===== src/rtl/spi_pkg.sv =====
// Shared types and helpers for the SPI target core: FSM state encoding,
// SCK edge selection for the four CPOL/CPHA modes and shift bit ordering.
package spi_pkg;

   typedef enum logic [1:0] {
      IDLE   = 2'd0,
      LOAD   = 2'd1,
      ACTIVE = 2'd2
   } state_e;

   // Returns 1 when data is sampled on the rising SCK edge for the given mode.
   // Leading edge leaves CPOL; CPHA=0 samples on leading, CPHA=1 on trailing.
   function automatic logic sample_on_rise(input logic cpol, input logic cpha);
      return ~(cpol ^ cpha);
   endfunction

   // Maps a shift position (0 = first bit on the wire) to a word bit index.
   function automatic int unsigned bit_index(input int unsigned width,
                                             input logic        msb_first,
                                             input int unsigned cnt);
      return msb_first ? (width - 1 - cnt) : cnt;
   endfunction

endpackage


===== src/rtl/spi_target_core_sync.sv =====
// N-stage synchroniser for one asynchronous pin, with a selectable reset
// value so that the synchronised signal starts at its idle level.
module spi_sync #(
   parameter int   STAGES  = 2,
   parameter logic RST_VAL = 1'b0
) (
   input  logic clk,
   input  logic rst_n,
   input  logic d,
   output logic q
);

   logic [STAGES-1:0] sync_q;
   logic [STAGES-1:0] sync_d;

   // Next value: shift the pin into the bottom of the chain.
   always_comb begin
      sync_d = {sync_q[STAGES-2:0], d};
   end

   // Synchroniser flops; reset to the idle level so no edge is seen at release.
   always_ff @(posedge clk or negedge rst_n) begin
      if (!rst_n) begin
         sync_q <= {STAGES{RST_VAL}};
      end else begin
         sync_q <= sync_d;
      end
   end

   assign q = sync_q[STAGES-1];

endmodule


===== src/rtl/spi_target_core.sv =====
// SPI target core: synchronises the SPI pins into clk, runs the
// IDLE/LOAD/ACTIVE frame FSM, deserialises MOSI, serialises MISO and
// hands words to the fabric through read_valid/can_write pulses.
module spi_target_core
   import spi_pkg::*;
#(
   parameter int   WIDTH       = 8,
   parameter logic CPOL        = 1'b0,
   parameter logic CPHA        = 1'b0,
   parameter logic MSB_FIRST   = 1'b1,
   parameter int   SYNC_STAGES = 2,
   parameter int   CNT_W       = 8
) (
   input  logic             clk,
   input  logic             rst_n,
   input  logic             spi_sck,
   input  logic             spi_cs_n,
   input  logic             spi_mosi,
   output logic             spi_miso,
   output logic             spi_miso_oe,
   output logic [WIDTH-1:0] data_read,
   output logic             read_valid,
   input  logic [WIDTH-1:0] data_write,
   output logic             can_write,
   output logic             frame_active,
   output logic [CNT_W-1:0] word_count
);

   localparam int              IDX_W       = $clog2(WIDTH);
   localparam logic [IDX_W-1:0] LAST_IDX   = IDX_W'(WIDTH - 1);
   localparam logic            SAMPLE_RISE = sample_on_rise(CPOL, CPHA);

   logic sck_s, cs_s, mosi_s;

   spi_sync #(.STAGES(SYNC_STAGES), .RST_VAL(CPOL)) u_sync_sck (
      .clk(clk), .rst_n(rst_n), .d(spi_sck), .q(sck_s));
   spi_sync #(.STAGES(SYNC_STAGES), .RST_VAL(1'b1)) u_sync_cs (
      .clk(clk), .rst_n(rst_n), .d(spi_cs_n), .q(cs_s));
   spi_sync #(.STAGES(SYNC_STAGES), .RST_VAL(1'b0)) u_sync_mosi (
      .clk(clk), .rst_n(rst_n), .d(spi_mosi), .q(mosi_s));

   state_e             state_q, state_d;
   logic               sck_prev_q, sck_prev_d;
   logic               cs_prev_q, cs_prev_d;
   logic [WIDTH-1:0]   tx_word_q, tx_word_d;
   logic [WIDTH-1:0]   rx_shift_q, rx_shift_d;
   logic [IDX_W-1:0]   rx_cnt_q, rx_cnt_d;
   logic [IDX_W-1:0]   out_cnt_q, out_cnt_d;
   logic               word_done_q, word_done_d;
   logic               reload_q, reload_d;
   logic [WIDTH-1:0]   data_read_q, data_read_d;
   logic               read_valid_q, read_valid_d;
   logic               can_write_q, can_write_d;
   logic               frame_active_q, frame_active_d;
   logic [CNT_W-1:0]   word_count_q, word_count_d;

   logic sck_rise, sck_fall, sample_edge, shift_edge, cs_fall, cs_rise;
   logic [IDX_W-1:0] miso_idx;

   assign sck_rise    = sck_s & ~sck_prev_q;
   assign sck_fall    = ~sck_s & sck_prev_q;
   assign sample_edge = SAMPLE_RISE ? sck_rise : sck_fall;
   assign shift_edge  = SAMPLE_RISE ? sck_fall : sck_rise;
   assign cs_fall     = ~cs_s & cs_prev_q;
   assign cs_rise     = cs_s & ~cs_prev_q;

   // Frame FSM next-state and datapath; a chip-select rise overrides everything.
   always_comb begin
      state_d        = state_q;
      sck_prev_d     = sck_s;
      cs_prev_d      = cs_s;
      tx_word_d      = tx_word_q;
      rx_shift_d     = rx_shift_q;
      rx_cnt_d       = rx_cnt_q;
      out_cnt_d      = out_cnt_q;
      word_done_d    = 1'b0;
      reload_d       = 1'b0;
      data_read_d    = data_read_q;
      read_valid_d   = 1'b0;
      can_write_d    = 1'b0;
      frame_active_d = frame_active_q;
      word_count_d   = word_count_q;

      unique case (state_q)
         IDLE: begin
            frame_active_d = 1'b0;
            if (cs_fall) begin
               can_write_d  = 1'b1;
               word_count_d = '0;
               state_d      = LOAD;
            end
         end
         LOAD: begin
            tx_word_d      = data_write;
            rx_cnt_d       = '0;
            out_cnt_d      = CPHA ? LAST_IDX : '0;
            frame_active_d = 1'b1;
            state_d        = ACTIVE;
         end
         ACTIVE: begin
            if (sample_edge) begin
               rx_shift_d = MSB_FIRST ? {rx_shift_q[WIDTH-2:0], mosi_s}
                                      : {mosi_s, rx_shift_q[WIDTH-1:1]};
               if (rx_cnt_q == LAST_IDX) begin
                  rx_cnt_d    = '0;
                  word_done_d = 1'b1;
               end else begin
                  rx_cnt_d = rx_cnt_q + IDX_W'(1);
               end
            end
            if (word_done_q) begin
               data_read_d  = rx_shift_q;
               read_valid_d = 1'b1;
               can_write_d  = 1'b1;
               reload_d     = 1'b1;
               if (word_count_q != '1) begin
                  word_count_d = word_count_q + CNT_W'(1);
               end
            end
            // Fabric presents the next word during the can_write cycle.
            if (reload_q) begin
               tx_word_d = data_write;
            end
            if (shift_edge) begin
               out_cnt_d = (out_cnt_q == LAST_IDX) ? '0 : out_cnt_q + IDX_W'(1);
            end
         end
         default: state_d = IDLE;
      endcase

      if (cs_rise) begin
         state_d        = IDLE;
         frame_active_d = 1'b0;
         word_done_d    = 1'b0;
         reload_d       = 1'b0;
         read_valid_d   = 1'b0;
         can_write_d    = 1'b0;
         data_read_d    = data_read_q;
         word_count_d   = word_count_q;
      end
   end

   // State and registered-output flops.
   always_ff @(posedge clk or negedge rst_n) begin
      if (!rst_n) begin
         state_q        <= IDLE;
         sck_prev_q     <= CPOL;
         cs_prev_q      <= 1'b1;
         tx_word_q      <= '0;
         rx_shift_q     <= '0;
         rx_cnt_q       <= '0;
         out_cnt_q      <= '0;
         word_done_q    <= 1'b0;
         reload_q       <= 1'b0;
         data_read_q    <= '0;
         read_valid_q   <= 1'b0;
         can_write_q    <= 1'b0;
         frame_active_q <= 1'b0;
         word_count_q   <= '0;
      end else begin
         state_q        <= state_d;
         sck_prev_q     <= sck_prev_d;
         cs_prev_q      <= cs_prev_d;
         tx_word_q      <= tx_word_d;
         rx_shift_q     <= rx_shift_d;
         rx_cnt_q       <= rx_cnt_d;
         out_cnt_q      <= out_cnt_d;
         word_done_q    <= word_done_d;
         reload_q       <= reload_d;
         data_read_q    <= data_read_d;
         read_valid_q   <= read_valid_d;
         can_write_q    <= can_write_d;
         frame_active_q <= frame_active_d;
         word_count_q   <= word_count_d;
      end
   end

   assign miso_idx     = IDX_W'(bit_index(WIDTH, MSB_FIRST, 32'(out_cnt_q)));
   assign spi_miso     = tx_word_q[miso_idx];
   assign spi_miso_oe  = frame_active_q;
   assign data_read    = data_read_q;
   assign read_valid   = read_valid_q;
   assign can_write    = can_write_q;
   assign frame_active = frame_active_q;
   assign word_count   = word_count_q;

endmodule

===== config.mk =====
export PLATFORM = sky130hd
export DESIGN_NAME = spi_target_core
export DESIGN_NICKNAME = d
export VERILOG_FILES = /design/src/rtl/spi_pkg.sv /design/src/rtl/spi_target_core_sync.sv /design/src/rtl/spi_target_core.sv
export SDC_FILE = /design/constraint.sdc
export NUM_CORES = 1
export LEC_CHECK = 0
export ABC_AREA = 1
export BUFFER_PORTS_ARGS = -buffer_cell sky130_fd_sc_hd__buf_2
export CAP_MARGIN = 30
export CORE_ASPECT_RATIO = 1.75
export CORE_MARGIN = 2
export CORE_UTILIZATION = 32
export CTS_CLUSTER_SIZE = 16
export DETAILED_ROUTE_END_ITERATION = 10
export PLACE_DENSITY = 0.53
export SLEW_MARGIN = 20
export SYNTH_ARGS = -nofsm -noshare
export SYNTH_HDL_FRONTEND = slang
export SYNTH_HIERARCHICAL = 1
export SYNTH_SLANG_ARGS = --single-unit
export TNS_END_PERCENT = 30

===== constraint.sdc =====
create_clock -name clk -period 2.1 [get_ports clk]
set_clock_uncertainty 0.1 [all_clocks]
set_input_delay 0.63 -clock clk [delete_from_list [all_inputs] [get_ports clk]]
set_output_delay 0.63 -clock clk [all_outputs]
set_load 0.005 [all_outputs]

==> flow_summary.yaml <==
critical_path:
  cp-end-kind: "primary output"
  crit_top_cell: "nand2_1"
  crit_path_cell_trace: "clkbuf_2, o21ai_1, nand2_1, nand2_1, nand2_1, buf_2"
  worstPathBufferInverterCount: 2
  cp_top_family: "flip-flops"
  worstPathMaxFanout: 6
  worstPathArrival_ns: 1.27
  critPathSlowestCell: "dfrtp_2"
  worst_path_largest_cell_delay_ns: 0.44
  required_ns: 1.37
  criticalPathCategory: "flip-flop to primary output"
  cp-start-kind: "flip-flop"
grt:
  grtUsageMet3: 0.0260
  grt_first_pass_wirelength_um: 7380
  grt_util_met1: 0.147
  met2_usage: 0.207
  antenna_found_initial: 0
  grt.overflow.total: 0
  grt_usage: 0.122
  grt.busiest_layer: "met2"
  grt_start_max_net_pins: 28
  grt_pass1_vias: 1658
yosys:
  synth_cell_types: 32
  ys_ff_latch: 52
  syn_nets: 260
  synth_area_um2: 2310
  netlist.area_leader.share: 0.530
  ys_top_cells_by_area: "dfrtp_1 (53%), nand2_1 (9.9%), inv_1 (4.1%), o21ai_0 (3.9%), ha_1 (3.8%)"
  synth.avg_cell_area_um2: 9.63
  seq_area_frac_synth: 0.564
  yosys_warnings: 6
  synth_largest_area_cell: "dfrtp_1"
  synthCells: 240
routing:
  wl_um: 4210
  drcViolationCount: 0
  via_per_inst: 4.52
  firstDrtPassIters: 4
  wl_per_cell_um: 11.5
  detail-route-antenna-nets: 0
  via_count: 1650
  drtIter0Drc: 89
clocking:
  cts.path.max_buffers: 2
  htreeDepth: 2
  cts_tree: "done"
  cts.sinks: 52
  clkLatencyLatePin_ns: 0.29
  cts_inserted_buffers: 5
  postCtsHoldBufs: 0
  root_buffer: "clkbuf_16"
  path_clk_slew_ns: 0.07
finish:
  fin_util: 0.382
  area_growth_syn_to_layout_pct: 17.8
  num_antenna_cells: 0
  layout-drive-gt1-share: 0.262
  layout.cells.non_filler: 365
  nNetsFinal: 298
timing:
  tightest_slew_ns: 0.374
  slew_violations: 0
  hold_violations: 0
  setup_slack_ns: 0.101
  setup_violations: 0
  finalCritPeriodShare: 0.952
  timing.hold.ws_ns: 0.131
  period_minus_slack_ns: 2.00
  fmax_mhz: 500
  slew_headroom: 0.750
place:
  dp_slack_ns: 0.356
  globalplace.congestion: 0.751
  dp_hpwl_um: 3080
  port_buffers: 33
  placedCellCount: 356
pwr:
  clockPowerShare: 0.296
  p_leak_uw: 0.00142
  power.density_nw_per_um2: 1150
  power_frac_comb: 0.259
  p_switching_uw: 1000
  seqPwrFrac: 0.445
  p_int_uw: 2130
  switching_share: 0.321
  ir_drop_v: 0.000466
worst_hold_path:
  hp-class: "input port to async pin"
die:
  num_rows: 41
  io_pins: 34
  start_util: 0.324
  die_y_um: 116
  core_um2: 7130
  die_area_um2: 7950
  die_w_um: 68.3
outcome:
  status: "finished clean"
job:
  maxCapViolCount: 0
## layout make-up
class,instances,area (µm²)
Clock inverter,2,38.8
Inverter,26,97.6
Tap cell,86,108
Timing Repair Buffer,37,205
Fill cell,729,4410
Clock buffer,6,129
Multi-Input combinational cell,156,840
Sequential cell,52,1310
## final timing paths
path,depth (start not counted),to,slack [ns],start
worst max-delay path,6,spi_miso,0.10,out_cnt_q[0]
worst min-delay path,1,state_q[1],0.13,rst_n
worst max register to register,9,word_count[6],0.37,cs_prev_q
worst min register to register,0,u_sync_sck/sync_q[1],0.25,u_sync_sck/sync_q[0]
max in group asynchronous,2,out_cnt_q[0],1.25,rst_n
min in group clk,0,u_sync_sck/sync_q[1],0.25,u_sync_sck/sync_q[0]
## power by group through the flow
stage,Combinational [µW],Sequential [µW],Clock (µW)
after floorplan,661,1380,0
after global placement,809,1410,0
after detailed placement,815,1420,0
after CTS,817,1400,957
after global routing,963,1430,1000
final,813,1390,927
## worst register-to-register path: stages, from the launching register on
cell	delay, ns
dfstp_2	0.53
inv_1	0.04
ha_1	0.24
inv_1	0.11
nand2_1	0.10
nor2_1	0.18
nand3_2	0.14
inv_1	0.13
nand2_1	0.06
nand2_1	0.05
## kinds of logic after synthesis
| group | share of synthesized area |
|---|---|
| compound gates | 0.0909 |
| xor+xnor | 0.00758 |
| fa+ha+maj | 0.0379 |
| buf+inv | 0.0725 |
| flops | 0.564 |
| simple gates | 0.227 |
## layer usage
layer / up-vias / part of all wire / wire (µm)
li1: 839 / - / -
met1: 780 / 0.43 / 1800
met2: 25 / 0.53 / 2210
met3: 6 / 0.030 / 126
met4: 0 / 0.018 / 75
met5: - / 0 / 0
## registers in the layout (all words and copies together) (netlist names), 2 cells and up
| name | flops |
|---|---|
| data_read | 8 |
| u_sync_cs/sync_q | 2 |
| state_q | 2 |
| u_sync_sck/sync_q | 2 |
| rx_shift_q | 8 |
| tx_word_q | 8 |
| u_sync_mosi/sync_q | 2 |
| rx_cnt_q | 3 |
| out_cnt_q | 3 |
| word_count | 8 |
## timing repair
| item | in CTS | in global routing |
|---|---|---|
| setup endpoints to repair | 0 | 1 |
| buffers inserted | 0 | 1 |
| endpoints found under the hold margin | 0 | 0 |
| gates resized for setup | 0 | 4 |
## cells in the final DEF (no fill, tap or decap), types with 2 or more instances in the layout
master	n
nand3_2	2
nand2_1	61
xor2_1	2
nand2_2	11
o21ai_2	2
a21oi_1	3
o21ai_0	16
dfrtp_1	48
nor2_1	10
o21ai_1	11
buf_2	33
inv_1	25
ha_1	7
nand3b_1	2
or2_2	2
nand3_1	14
clkbuf_16	5
buf_4	2
nand2_4	3
nor3_1	2
dfstp_2	3
## through the flow
step	area [µm²]	setup TNS [ns]	total power, µW
floorplan	2310	0	2040
global placement	2550	0	2220
finish	2720	0	3130
detailed placement	2550	0	2230
CTS	2720	0	3170
global route	2720	-0.00144	3390
## synthesized netlist by cell type, drive strengths merged
master and count:
inv 26, nor3 3, o211ai 1, buf 6, nand2 75, a21oi 4, xor2 2, dfrtp 49
ha 7, a22oi 2, o22ai 1, o21ai 29, nand4 1, or2 2, nand3 16, nand3b 2
nor2 11, dfstp 3
Note: power is estimated with default switching activity, not from simulation.
